`src/rtl/mem_arbiter.sv`:
```
// -----------------------------------------------------------------------------
// mem_arbiter
//
// Shares one single-ported RAM between an instruction requester and a data
// requester. An FSM grants one side at a time, latches that side's operands
// on grant and presents them to the RAM until the RAM reports ACCESS. It also
// handles requester aborts, RAM errors and a per-access timeout.
//
// Ports
//   CLK, nRST       system clock (rising edge), asynchronous active-low reset
//   iREN            instruction read request
//   dREN, dWEN      data read / write request
//   iaddr, daddr    instruction / data word address
//   dstore          data write value
//   ramstate        RAM status: FREE=0, BUSY=1, ACCESS=2, ERROR=3
//   ramload         RAM read data
//   iwait, dwait    access not complete; low for one cycle on completion
//   iload, dload    read data, non-zero only in the completion cycle
//   ramREN, ramWEN  RAM strobes
//   ramaddr         RAM address
//   ramstore        RAM write data
//   mem_err         sticky fault flag (illegal request or RAM fault/timeout)
// -----------------------------------------------------------------------------
module mem_arbiter #(
  // Access cycles allowed before an unfinished access is declared failed.
  // The cycle counter is 5 bits wide, so values above 31 are not meaningful.
  parameter int unsigned TIMEOUT = 15
) (
  input  logic        CLK,
  input  logic        nRST,
  input  logic        iREN,
  input  logic        dREN,
  input  logic        dWEN,
  input  logic [31:0] iaddr,
  input  logic [31:0] daddr,
  input  logic [31:0] dstore,
  input  logic [1:0]  ramstate,
  input  logic [31:0] ramload,
  output logic        iwait,
  output logic        dwait,
  output logic [31:0] iload,
  output logic [31:0] dload,
  output logic        ramREN,
  output logic        ramWEN,
  output logic [31:0] ramaddr,
  output logic [31:0] ramstore,
  output logic        mem_err
);

  typedef enum logic [1:0] {
    S_IDLE = 2'd0,
    S_DACC = 2'd1,
    S_IACC = 2'd2,
    S_ERR  = 2'd3
  } state_e;

  localparam logic [1:0] RAM_ACCESS = 2'd2;
  localparam logic [1:0] RAM_ERROR  = 2'd3;

  localparam logic [4:0] TIMEOUT_C  = 5'(TIMEOUT);
  localparam logic [4:0] CNT_MAX    = 5'h1f;

  state_e      state_q,  state_d;
  logic [4:0]  cnt_q,    cnt_d;
  logic        ifirst_q, ifirst_d;
  logic        err_q,    err_d;
  logic [31:0] addr_q,   addr_d;
  logic [31:0] store_q,  store_d;
  logic        wen_q,    wen_d;

  logic        dreq;
  logic        owner_req;
  logic [4:0]  cnt_inc;

  assign dreq      = dREN | dWEN;
  // Live request of whichever side currently owns the RAM; dropping it aborts.
  assign owner_req = (state_q == S_DACC) ? dreq : iREN;
  assign cnt_inc   = (cnt_q == CNT_MAX) ? cnt_q : cnt_q + 5'd1;

  // NOTE: every signal assigned here gets a default first, so no path leaves
  // it unassigned and no latch is inferred.
  always_comb begin
    state_d  = state_q;
    cnt_d    = cnt_q;
    ifirst_d = ifirst_q;
    err_d    = err_q;
    addr_d   = addr_q;
    store_d  = store_q;
    wen_d    = wen_q;

    iwait    = 1'b1;
    dwait    = 1'b1;
    iload    = '0;
    dload    = '0;
    ramREN   = 1'b0;
    ramWEN   = 1'b0;
    ramaddr  = '0;
    ramstore = '0;

    unique case (state_q)
      S_IDLE: begin
        // Data normally wins; after a data completion the instruction side
        // gets the next grant if it is waiting (ifirst).
        if (dreq && !(ifirst_q && iREN)) begin
          state_d = S_DACC;
          cnt_d   = '0;
          addr_d  = daddr;
          store_d = dstore;
          wen_d   = dWEN;
          // Read and write at once is illegal: flag it and perform the write.
          if (dREN && dWEN) err_d = 1'b1;
        end else if (iREN) begin
          state_d = S_IACC;
          cnt_d   = '0;
          addr_d  = iaddr;
          store_d = '0;
          wen_d   = 1'b0;
        end
      end

      S_DACC, S_IACC: begin
        // RAM sees only the operands latched at grant; requester changes
        // during the access are ignored.
        ramREN   = ~wen_q;
        ramWEN   = wen_q;
        ramaddr  = addr_q;
        ramstore = store_q;
        cnt_d    = cnt_inc;

        if (ramstate == RAM_ERROR) begin
          state_d = S_ERR;
          err_d   = 1'b1;
        end else if (!owner_req) begin
          // Abort: no wait pulse and fairness state untouched.
          state_d = S_IDLE;
        end else if (ramstate == RAM_ACCESS) begin
          state_d = S_IDLE;
          if (state_q == S_DACC) begin
            dwait    = 1'b0;
            dload    = wen_q ? '0 : ramload;
            ifirst_d = 1'b1;
          end else begin
            iwait    = 1'b0;
            iload    = ramload;
            ifirst_d = 1'b0;
          end
        end else if (cnt_inc >= TIMEOUT_C) begin
          // cnt_inc counts access cycles including this one.
          state_d = S_ERR;
          err_d   = 1'b1;
        end
      end

      S_ERR: begin
        // Terminal until reset; outputs stay at their idle defaults.
        state_d = S_ERR;
      end

      default: begin
        state_d = S_ERR;
        err_d   = 1'b1;
      end
    endcase
  end

  assign mem_err = err_q;

  // NOTE: state uses non-blocking assignments so every register samples the
  // pre-edge values computed above, independent of statement order.
  // NOTE: the operand registers are reset too, so RAM-facing values are a
  // known zero out of reset rather than whatever powered up.
  always_ff @(posedge CLK or negedge nRST) begin
    if (!nRST) begin
      state_q  <= S_IDLE;
      cnt_q    <= '0;
      ifirst_q <= 1'b0;
      err_q    <= 1'b0;
      addr_q   <= '0;
      store_q  <= '0;
      wen_q    <= 1'b0;
    end else begin
      state_q  <= state_d;
      cnt_q    <= cnt_d;
      ifirst_q <= ifirst_d;
      err_q    <= err_d;
      addr_q   <= addr_d;
      store_q  <= store_d;
      wen_q    <= wen_d;
    end
  end

endmodule

```
`config.mk`:
```
export PLATFORM = sky130hd
export DESIGN_NAME = mem_arbiter
export DESIGN_NICKNAME = d
export VERILOG_FILES = /design/src/rtl/mem_arbiter.sv
export SDC_FILE = /design/constraint.sdc
export NUM_CORES = 1
export LEC_CHECK = 0
export CORE_UTILIZATION = 40
export DETAILED_ROUTE_END_ITERATION = 10
export PLACE_DENSITY = 0.87
export SLEW_MARGIN = 20
export SYNTH_ARGS = -nofsm -noshare
export SYNTH_HDL_FRONTEND = slang
export SYNTH_SLANG_ARGS = --single-unit
```
`constraint.sdc`:
```
create_clock -name CLK -period 3.25 [get_ports CLK]
set_clock_uncertainty 0.05 [all_clocks]
set_input_delay 0.325 -clock CLK [delete_from_list [all_inputs] [get_ports CLK]]
set_output_delay 0.325 -clock CLK [all_outputs]
set_load 0.1 [all_outputs]
```
Word level (Yosys, flattened, before mapping)
Cells that the tools add are included.
{ "word_totals": {"in_bits": 135, "word_cells": 88, "ff_bits": 74, "out_inout_bits": 133} }
{ "op_classes": {"magnitude_cmp": 1, "n_addsub": 1, "reduce_logical": 13, "eq_ne": 13, "bitwise_logic": 3, "mux": 50} }
{ "op_table": {"columns": ["operator", "count"], "rows": [
  ["32-bit 2-to-1 mux", 17],
  ["1-bit 2-to-1 mux", 21],
  ["5-bit 2-to-1 mux", 3],
  ["2-bit 2-to-1 mux", 6],
  ["3-bit != test (second input constant)", 4],
  ["5-bit one-hot mux with 2 select lines", 1],
  ["2-bit equality test (second input constant)", 4],
  ["2-bit one-hot mux with 3 select lines", 1],
  ["2-bit AND reduction", 3],
  ["6-bit AND reduction", 1],
  ["5-bit by 1-bit adder with 5-bit output (second input constant)", 1],
  ["5-bit equality test (second input constant)", 1],
  ["5-bit by 4-bit greater-or-equal comparator with 1-bit output (second input constant)", 1],
  ["5-bit != test (second input constant)", 1],
  ["2-bit != test (second input constant)", 2],
  ["4-bit AND reduction", 1],
  ["2-bit nonzero test", 2],
  ["1-bit logical AND", 3],
  ["2-bit by 1-bit equality test with 1-bit output (second input constant)", 1],
  ["2-bit zero test", 1],
  ["1-bit NOT", 2],
  ["1-bit one-hot mux with 2 select lines", 1],
  ["2-bit OR reduction", 1],
  ["1-bit zero test", 1],
  ["1-bit bitwise OR", 1]
]} }

Logic depth before layout (Yosys ltp)
{ "depth": {"depth_word": 8, "ltp_mapped": 8, "mapped_depth_nobuf": 7} }

Least setup slack after synthesis
Ideal clock, no wire load.
{ "synth_path": {"path_type": "reg-to-output", "start": "reg state_q[0]", "end": "out dload[10]", "path_buffers": 1, "path_stages_with_launch": 8, "path_slack_ns": -0.275, "arrival_ns": 3.150, "path_cell_list": "dfrtp_1 > inv_1 > ha_1 > nor3b_2 > nand3b_1 > nor2_2 > clkbuf_2 > and2_1"} }
{ "synth_between": {"elab_chain_len": 6} }
{ "synth_lines": {"columns": ["element", "line_no", "source"], "rows": [
  ["start, declared", "63", "state_e state_q, state_d;"],
  ["start signal, assigned", "182", "state_q <= state_d;"],
  ["2-bit by 1-bit equality test with 1-bit output", "77, 100, 138", null],
  ["32-bit 2-to-1 mux", "138", "if (state_q == S_DACC) begin"],
  ["32-bit 2-to-1 mux", "136", "end else if (ramstate == RAM_ACCESS) begin"],
  ["32-bit 2-to-1 mux", "133", "end else if (!owner_req) begin"],
  ["32-bit 2-to-1 mux", "130", "if (ramstate == RAM_ERROR) begin"],
  ["32-bit 2-to-1 mux (*)", "100", "unique case (state_q)"],
  ["end, declared", "42", "output logic [31:0] dload,"]
]} }
Mark *: on every way between the ends. The rest lies on a longest branch, timed or not.

Worst setup path in the final report
{ "layout_path": {"start": "reg state_q[0]", "end": "out dload[3]"} }
Same word-level chain as after synthesis.

==> results.cfg <==
[run_status]
status = completed

[clock_tree]
cts_tree = built
hold_buffers = 0
cts_inserted_buffers = 9
worstSkewPairLatency_ns = 0.33
cts-root-buf = clkbuf_8
h-tree-depth = 3
postCtsSetupBuffers = 0
clkTransAtPathRegs_ns = 0.09
clockBufferDepth = 2
ctsResizeCount = 0
cts.sinks = 74

[global_route]
grt_overflow_total = 0
grt_use_total_pct = 26.1
grt_pass1_wl_um = 22600
antenna_found_initial = 0
grt_pass1_vias = 4212
grt_start_max_net_pins = 77

[die]
die_y_um = 104
io_pins = 268
start_util_pct = 41.9
die-area_um2 = 10800
row_count = 36
core_area_um2 = 9910
die_w_um = 104

[sta]
tightest_slew_ns = 1.02
setup_tns_ns = 0
period_share_pct = 83.9
finalMaxSlewViolations = 0
setup_viol = 0
fmax_mhz = 367
hold_viol = 0
slew_headroom_pct = 32.0
rsz0062_at_grt = false
finalCriticalPeriod_ns = 2.73

[route]
vias = 4089
routed_wl_um = 13800
drt_iter0_drc = 156
antenna_left = 0
drcViolationCount = 0
wl_per_cell_um = 16.8
vias_per_cell = 4.99
drtPass1Iterations = 4

[synth]
synth_top_cell_area_share_pct = 44.6
synth-seq-area-share_pct = 44.6
synth_common_cells = and2_1, dfrtp_1, nand2_1
synth_top_cell_by_area = dfrtp_1
ys_warn_count = 0
synth_cell_types = 35
ys_ff_latch = 74
synthArstFlopShare_pct = 100
synth_edf_count = 0
synth_fp_nets = 570
post-synth-top-count-cell = and2_1
syn_area_um2 = 4150
synth_area_per_cell_um2 = 9.64
synth_cells = 431
synth.top_cells.by_area = dfrtp_1, and2_1, mux2i_1
synth_ff_type = dfrtp_1

[setup_path]
start_kind = flip-flop
worst_ep_required_time_ns = 2.87
arrival_ns = 2.35
path_class = reg -> out
crit_path_max_fanout = 32
r2r-start = state_q[0]
r2r_cells = 6
startpoint = state_q[0]
crit_path_end_kind = output port

[finish]
area_growth_syn_to_layout_pct = 83.2
antenna_cells = 0
final_util_pct = 76.8
stdcell_area_um2 = 7610
fillers = 675
drive_gt1_share_pct = 28.8
final_nets = 821

[placed_design]
dpl_cell_area_um2 = 7420
portBuffers = 267
dp_hpwl_um = 10700
routabilityCongestion = 0.913

[worst_hold_path]
hold_class = in -> async

[run]
drv_cap = 0
==> path summary, 6_finish.rpt <==
check | slack, ns | endpoint
worst max-delay path | 0.52 | dload[3]
worst min-delay path | 0.06 | store_q[5]
worst max register to register | 1.06 | state_q[0]
worst min register to register | 0.42 | mem_err
max in group asynchronous | 2.47 | addr_q[11]
min in group CLK | 0.42 | mem_err
==> layout by cell type, fill, tap and decap left out, types with 9 or more instances in the layout <==
cell,synthesis,final
a22o_1,33,33
nand2_1,43,43
and2_2,0,32
and2_1,130,98
o21ai_0,35,35
clkdlybuf4s50_1,0,134
dfrtp_1,74,74
mux2i_1,35,35
buf_12,0,66
buf_4,8,73
clkbuf_8,0,9
==> routing by layer <==
layer / vias to the layer above / routed length [um] / GRT usage, %
met2: 187 / 7320 / 48.0
met1: 1917 / 5210 / 29.3
met5: - / 0 / 0
met4: 0 / 403 / 8.88
met3: 33 / 851 / 6.33
li1: 1952 / - / -
==> stage by stage <==
stage          setup slack [ns]  cells  hold slack [ns]
5_1_grt                   0.389    820            0.147
4_1_cts                   0.506    820           0.0977
3_3_place_gp              0.871    804            0.405
2_1_floorplan            0.0153    431          -0.0206
3_5_place_dp              0.716    804            0.402
6_report                  0.523    820           0.0572
==> state kept, by name, indices dropped and copies added (netlist names) <==
signal    count
addr_q       32
wen_q         1
mem_err       1
cnt_q         5
state_q       2
store_q      32
ifirst_q      1
==> critical path, stage by stage (launching register included) <==
cell	delay, ns
dfrtp_1	0.40
inv_1	0.07
ha_2	0.32
nor3b_2	0.27
nand3b_1	0.17
nor2_2	0.11
buf_4	0.27
and2_2	0.23
buf_12	0.18
==> cell type report <==
type / count / area [um^2] / area share [%]
timing repair buffer: 273 / 3210 / 42.2
clock inverter: 6 / 65.1 / 0.855
tap: 133 / 166 / 2.19
inverter: 7 / 26.3 / 0.345
clock buffer: 10 / 128 / 1.68
sequential: 74 / 1850 / 24.3
multi-input combinational: 317 / 2160 / 28.4
==> cell families (layout without fill, tap and decap cells) <==
kind of cell / Yosys count / after routing / share of synthesized area (%)
buffers and inverters: 40 / 296 / 4.76
adders and majority gates: 4 / 4 / 1.21
DFF: 74 / 74 / 44.6
muxes: 37 / 37 / 8.98
xor gates and xnor gates: 1 / 1 / 0.211
AOI/OAI and AO/OA: 86 / 86 / 14.2
and+or+nand+nor: 189 / 189 / 26.0
Power is not shown: default switching activity piles up to over one toggle a cycle in this logic, so the estimate is an artifact.
